File: src/rtl/polylut_stage_reg_if.sv
`default_nettype none
// ============================================================================
// Module   : polylut_stage_reg_if
// Purpose  : Valid/ready stream carrying one packed activation vector.
// Revision : 1.0  initial release
// ============================================================================
interface polylut_stage_reg_if #(
    parameter int DATA_W = 112
) ();
    logic [DATA_W-1:0] data;
    logic              valid;
    logic              ready;

    modport master (output data, output valid, input  ready);
    modport slave  (input  data, input  valid, output ready);
endinterface
`default_nettype wire

File: src/rtl/polylut_stage_reg.sv
`default_nettype none
// ============================================================================
// Module   : polylut_stage_reg
// Purpose  : Inter-layer pipeline stage; single-entry (MODE 0) or skid (MODE 1).
// Revision : 1.0  initial release
// ============================================================================
module polylut_stage_reg #(
    parameter int DATA_W = 112,
    parameter int MODE   = 1,
    parameter int CNT_W  = 32
) (
    input  logic                clk,
    input  logic                rst,
    input  logic                flush,
    polylut_stage_reg_if.slave  in_if,
    polylut_stage_reg_if.master out_if,
    output logic [1:0]          occupancy,
    output logic [CNT_W-1:0]    stall_cnt
);
    localparam logic [1:0]       ST_EMPTY = 2'd0;
    localparam logic [1:0]       ST_ONE   = 2'd1;
    localparam logic [1:0]       ST_TWO   = 2'd2;
    localparam logic [CNT_W-1:0] CNT_ONE  = {{(CNT_W-1){1'b0}}, 1'b1};

    logic [1:0]        state_q, state_d;
    logic [DATA_W-1:0] main_q, main_d;
    logic [DATA_W-1:0] skid_q, skid_d;
    logic [CNT_W-1:0]  stall_q, stall_d;
    logic              in_ready;
    logic              out_valid;
    logic              in_fire;
    logic              out_fire;

    assign out_valid = (state_q != ST_EMPTY);
    assign in_fire   = in_if.valid & in_ready;
    assign out_fire  = out_valid & out_if.ready;

    generate
        if (MODE == 1) begin : g_skid_ready
            // Registered ready: asserted exactly when the next state is not full.
            logic rdy_q;
            always_ff @(posedge clk) begin
                if (rst) rdy_q <= 1'b1;
                else     rdy_q <= (state_d != ST_TWO);
            end
            assign in_ready = rdy_q & ~rst;
        end else begin : g_comb_ready
            assign in_ready = ~rst & (~out_valid | out_if.ready);
        end
    endgenerate

    always_ff @(posedge clk) begin
        if (rst) begin
            state_q <= ST_EMPTY;
            main_q  <= '0;
            skid_q  <= '0;
            stall_q <= '0;
        end else begin
            state_q <= state_d;
            main_q  <= main_d;
            skid_q  <= skid_d;
            stall_q <= stall_d;
        end
    end

    always_comb begin
        state_d = state_q;
        main_d  = main_q;
        skid_d  = skid_q;
        stall_d = stall_q;
        if (out_valid && !out_if.ready && (stall_q != '1)) begin
            stall_d = stall_q + CNT_ONE;
        end
        if (flush) begin
            state_d = ST_EMPTY;
            main_d  = '0;
            skid_d  = '0;
        end else begin
            case (state_q)
                ST_EMPTY: begin
                    if (in_fire) begin
                        state_d = ST_ONE;
                        main_d  = in_if.data;
                    end
                end
                ST_ONE: begin
                    if (in_fire && out_fire) begin
                        main_d = in_if.data;
                    end else if (in_fire && (MODE == 1)) begin
                        state_d = ST_TWO;
                        skid_d  = in_if.data;
                    end else if (out_fire) begin
                        state_d = ST_EMPTY;
                    end
                end
                ST_TWO: begin
                    if (out_fire) begin
                        state_d = ST_ONE;
                        main_d  = skid_q;
                    end
                end
                default: state_d = ST_EMPTY;
            endcase
        end
    end

    always_comb begin
        in_if.ready  = in_ready;
        out_if.valid = out_valid;
        out_if.data  = main_q;
        stall_cnt    = stall_q;
        case (state_q)
            ST_ONE:  occupancy = 2'd1;
            ST_TWO:  occupancy = 2'd2;
            default: occupancy = 2'd0;
        endcase
    end
endmodule
`default_nettype wire

File: src/flat_wrapper.sv
// flat-port wrapper written by rule: the top's interface ports become plain ports
module polylut_stage_reg_flat 
#(
    parameter int DATA_W = 112,
    parameter int MODE   = 1,
    parameter int CNT_W  = 32
)
  (clk, rst, flush, occupancy, stall_cnt, in_if_data, in_if_valid, in_if_ready, out_if_data, out_if_valid, out_if_ready);
  polylut_stage_reg_if #(.DATA_W(DATA_W)) in_if_i ();
  polylut_stage_reg_if #(.DATA_W(DATA_W)) out_if_i ();
  input  logic clk;
  input  logic rst;
  input  logic flush;
  output logic [1:0] occupancy;
  output logic [CNT_W-1:0] stall_cnt;
  input wire logic [$bits(in_if_i.data)-1:0] in_if_data;
  input wire logic [$bits(in_if_i.valid)-1:0] in_if_valid;
  output wire logic [$bits(in_if_i.ready)-1:0] in_if_ready;
  output wire logic [$bits(out_if_i.data)-1:0] out_if_data;
  output wire logic [$bits(out_if_i.valid)-1:0] out_if_valid;
  input wire logic [$bits(out_if_i.ready)-1:0] out_if_ready;
  assign in_if_i.data = in_if_data;
  assign in_if_i.valid = in_if_valid;
  assign in_if_ready = in_if_i.ready;
  assign out_if_data = out_if_i.data;
  assign out_if_valid = out_if_i.valid;
  assign out_if_i.ready = out_if_ready;
  polylut_stage_reg #(.DATA_W(DATA_W), .MODE(MODE), .CNT_W(CNT_W)) u_core (.clk(clk), .rst(rst), .flush(flush), .in_if(in_if_i), .out_if(out_if_i), .occupancy(occupancy), .stall_cnt(stall_cnt));
endmodule
File: config.mk
export PLATFORM = sky130hd
export DESIGN_NAME = polylut_stage_reg_flat
export DESIGN_NICKNAME = d
export VERILOG_FILES = /design/src/rtl/polylut_stage_reg_if.sv /design/src/rtl/polylut_stage_reg.sv /design/src/flat_wrapper.sv
export SDC_FILE = /design/constraint.sdc
export NUM_CORES = 1
export LEC_CHECK = 0
export CAP_MARGIN = 30
export CORE_UTILIZATION = 37
export CTS_CLUSTER_SIZE = 30
export DETAILED_ROUTE_END_ITERATION = 16
export GPL_ROUTABILITY_DRIVEN = 0
export GPL_TIMING_DRIVEN = 0
export PLACE_DENSITY = 0.66
export SYNTH_ARGS = -nofsm -noshare
export SYNTH_HDL_FRONTEND = slang
export SYNTH_SLANG_ARGS = --single-unit
File: constraint.sdc
create_clock -name clk -period 2.1 [get_ports clk]
set_clock_uncertainty 0.2 [all_clocks]
set_input_delay 0.315 -clock clk [delete_from_list [all_inputs] [get_ports clk]]
set_output_delay 0.315 -clock clk [all_outputs]
set_load 0.005 [all_outputs]
==> impl_metrics.csv <==
group,metric,value,unit
detailed_routing,drt-met1-wl,15.0,mm
critical_path,critPathKind,"reg2reg",
sta,min_period_over_period,1.08,
clocking,cts_tree,"done",
sta,worst_slew_pin_slew,0.568,ns
power,ir_worst_vdd,0.547,mV
cells_and_area,n_fill_cell,2532,
sta,holdWs,0.130,ns
sta,rsz0062_at_grt,"true",
sta,fin_crit,2.26,ns
cells_and_area,syn2layout_area_growth,48.0,%
clocking,htree_levels,1,
cells_and_area,layout-drive-gt1-share,0.156,
clocking,clock_sinks,259,
sta,setup_viol,14,
yosys,synth_seq_cells,259,
grt,first_global_vias,10040,
floorplan,core.rowCount,60,
cells_and_area,fin_util,0.564,
floorplan,core-area,27300,sq um
min_path,hold_path.class,"in2reg",
yosys,yosysWarnings,0,
floorplan,die_x,169,um
yosys,yosysSeqAreaShare,0.500,
detailed_routing,wl,34.2,mm
placed_design,port-buffer-count,264,
detailed_routing,dr.max_layer_used,"met4",
flow_run,cap_viol_max_count,0,
yosys,synth_cell_types,39,
sta,final_max_slew_viol_count,0,
clocking,clk_pin_slew_worst_paths,0.06,ns
yosys,syn_avg_cell_area,7.78,sq um
critical_path,cp_data_arrival_time,2.52,ns
floorplan,initial_core_util,0.381,
clocking,cts_buffers,28,
grt,grt_use_total,0.228,
detailed_routing,wire_per_inst,16.6,um
detailed_routing,via_per_inst,5.19,
placed_design,hpwl,22.9,mm
run_status,violations,"negative setup slack",
yosys,synth_ff_type,"dfxtp_1",
detailed_routing,first_iter_violations,715,
run_status,status,"finished with violations",
detailed_routing,drtPass1Iterations,5,
critical_path,start_kind,"flip-flop",
detailed_routing,vias,10666,
yosys,synth_nets,1452,
detailed_routing,detail-route-antenna-nets,0,
detailed_routing,route.met2.wl,15.8,mm
power,power.total,11.0,mW
grt,gr-total-overflow,0,
clocking,cts_root_buffer,"clkbuf_16",
critical_path,crit_required,2.36,ns
grt,grt_max_degree,15,
cells_and_area,seqCellArea,5240,sq um
yosys,synthesis.area,10400,sq um
floorplan,die_area,28700,sq um
clocking,clk_latency,0.55,ns
sta,hold_violations,0,
critical_path,cp_max_fo,6,
floorplan,ios,265,
power,p_leak,5.41,nW
detailed_routing,dr_wl_met3,2.33,mm
clocking,clockBufferDepth,3,
cells_and_area,nets,1778,
critical_path,critPathCaptureType,"flip-flop",
yosys,ys_async_sr_fraction,0,
yosys,syn_inst,1334,
yosys,synth_edf_count,0,
grt,antenna_found_initial,3,
sta,max_freq,443,MHz
power,powerDensity,714,nW/um^2
grt,grt_pass1_wl,52.9,mm
sta,relSlewSlack,0.621,
cells_and_area,multi_input_area,5120,sq um
sta,fin_ws,-0.160,ns
floorplan,die_y,169,um
detailed_routing,drc,0,
-- cells in the mapped netlist, types with 7 or more instances --
master	n	area (sq um)
nor2_1	116	435
or3_1	11	68.8
dfxtp_1	259	5180
a311oi_1	112	981
o21ai_0	14	70.1
clkbuf_1	98	368
nand3_1	9	45.0
nand2_1	466	1750
inv_1	8	30.0
o31ai_1	17	128
or4_1	17	128
a21oi_1	142	711
nand4_1	7	43.8
-- cell families (layout without fill, tap and decap cells) --
kind of cell    Yosys count  after routing  share of synthesized area
mux                       3              3                    0.00313
fa+ha+maj                 1              1                    0.00121
other cells               0              2                          0
compound gates          291            291                      0.187
simple gates            662            662                      0.264
flops                   259            259                      0.500
buf+inv                 118            466                     0.0451
-- worst max-delay path, cell delays in order, from the launching register on --
cell and delay [ns]:
dfxtp_4 0.34, and4_4 0.25, nand3_4 0.10, or4_4 0.54
buf_6 0.16, or4_1 0.46, a21oi_1 0.14
-- per-layer routing --
metal,global-route usage,up-vias
met5,0,-
met4,0.0854,0
met3,0.0455,65
met2,0.365,338
met1,0.304,5020
li1,-,5243
-- layout make-up --
class | instances | share of cell area
Clock buffer | 40 | 0.0518
Multi-Input combinational cell | 957 | 0.333
Timing Repair Buffer | 301 | 0.192
Clock inverter | 12 | 0.00660
Sequential cell | 259 | 0.341
Buffer | 104 | 0.0427
Inverter | 9 | 0.00236
Antenna cell | 2 | 0.000326
Tap cell | 372 | 0.0303
-- state kept, by name (all words and copies together), names as in the netlist --
register                   flops
u_core.g_skid_ready.rdy_q      1
u_core.state_q                 2
u_core.stall_cnt              32
u_core.out_if.data           112
u_core.skid_q                112
-- power by group --
part / switching [mW] / leakage, nW / internal, mW / total [mW]
Clock: 2.03 / 0.442 / 2.76 / 4.79
Combinational: 0.537 / 2.86 / 0.573 / 1.11
Sequential: 0.0628 / 2.11 / 5.01 / 5.07
-- placed cells by master, fill, tap and decap left out, drive strengths merged, types with 7 or more instances in the layout --
cell type	count
a21oi	142
inv	9
a311oi	112
o31ai	17
o21ai	14
clkinv	9
dfxtp	259
buf	55
clkbuf	126
nand2	466
nor2	116
nand3	10
clkdlybuf4s50	256
or3	14
nand4	7
or4	19
-- what timing repair did --
action                                  CTS  global route
endpoints found under the setup margin  261           247
hold buffers                              0             0
gates resized for setup                 133           120
buffers inserted                         27             7
pin swaps                                20            17
gates cloned                              1             1
-- through the flow --
stage | cells | TNS (ns) | cell area [sq um] | setup WS, ns
after floorplan | 1334 | -0.171 | 10400 | -0.0769
after global placement | 1970 | -303.02 | 13500 | -1.48
after detailed placement | 1971 | -304.88 | 13600 | -1.46
after CTS | 2048 | -1.73 | 14900 | -0.186
after global routing | 2055 | -2.59 | 15400 | -0.198
final | 2056 | -1.26 | 15400 | -0.160
-- worst paths after layout --
path,start,end,slack (ns),cells past startpoint
min reg2reg,u_core.skid_q[99],u_core.skid_q[99],0.25,2
min,out_if_ready,u_core.g_skid_ready.rdy_q,0.13,2
max reg2reg,u_core.stall_cnt[12],u_core.stall_cnt[27],-0.16,6
max,u_core.stall_cnt[12],u_core.stall_cnt[27],-0.16,6
Power figures use the tool's default switching activity.
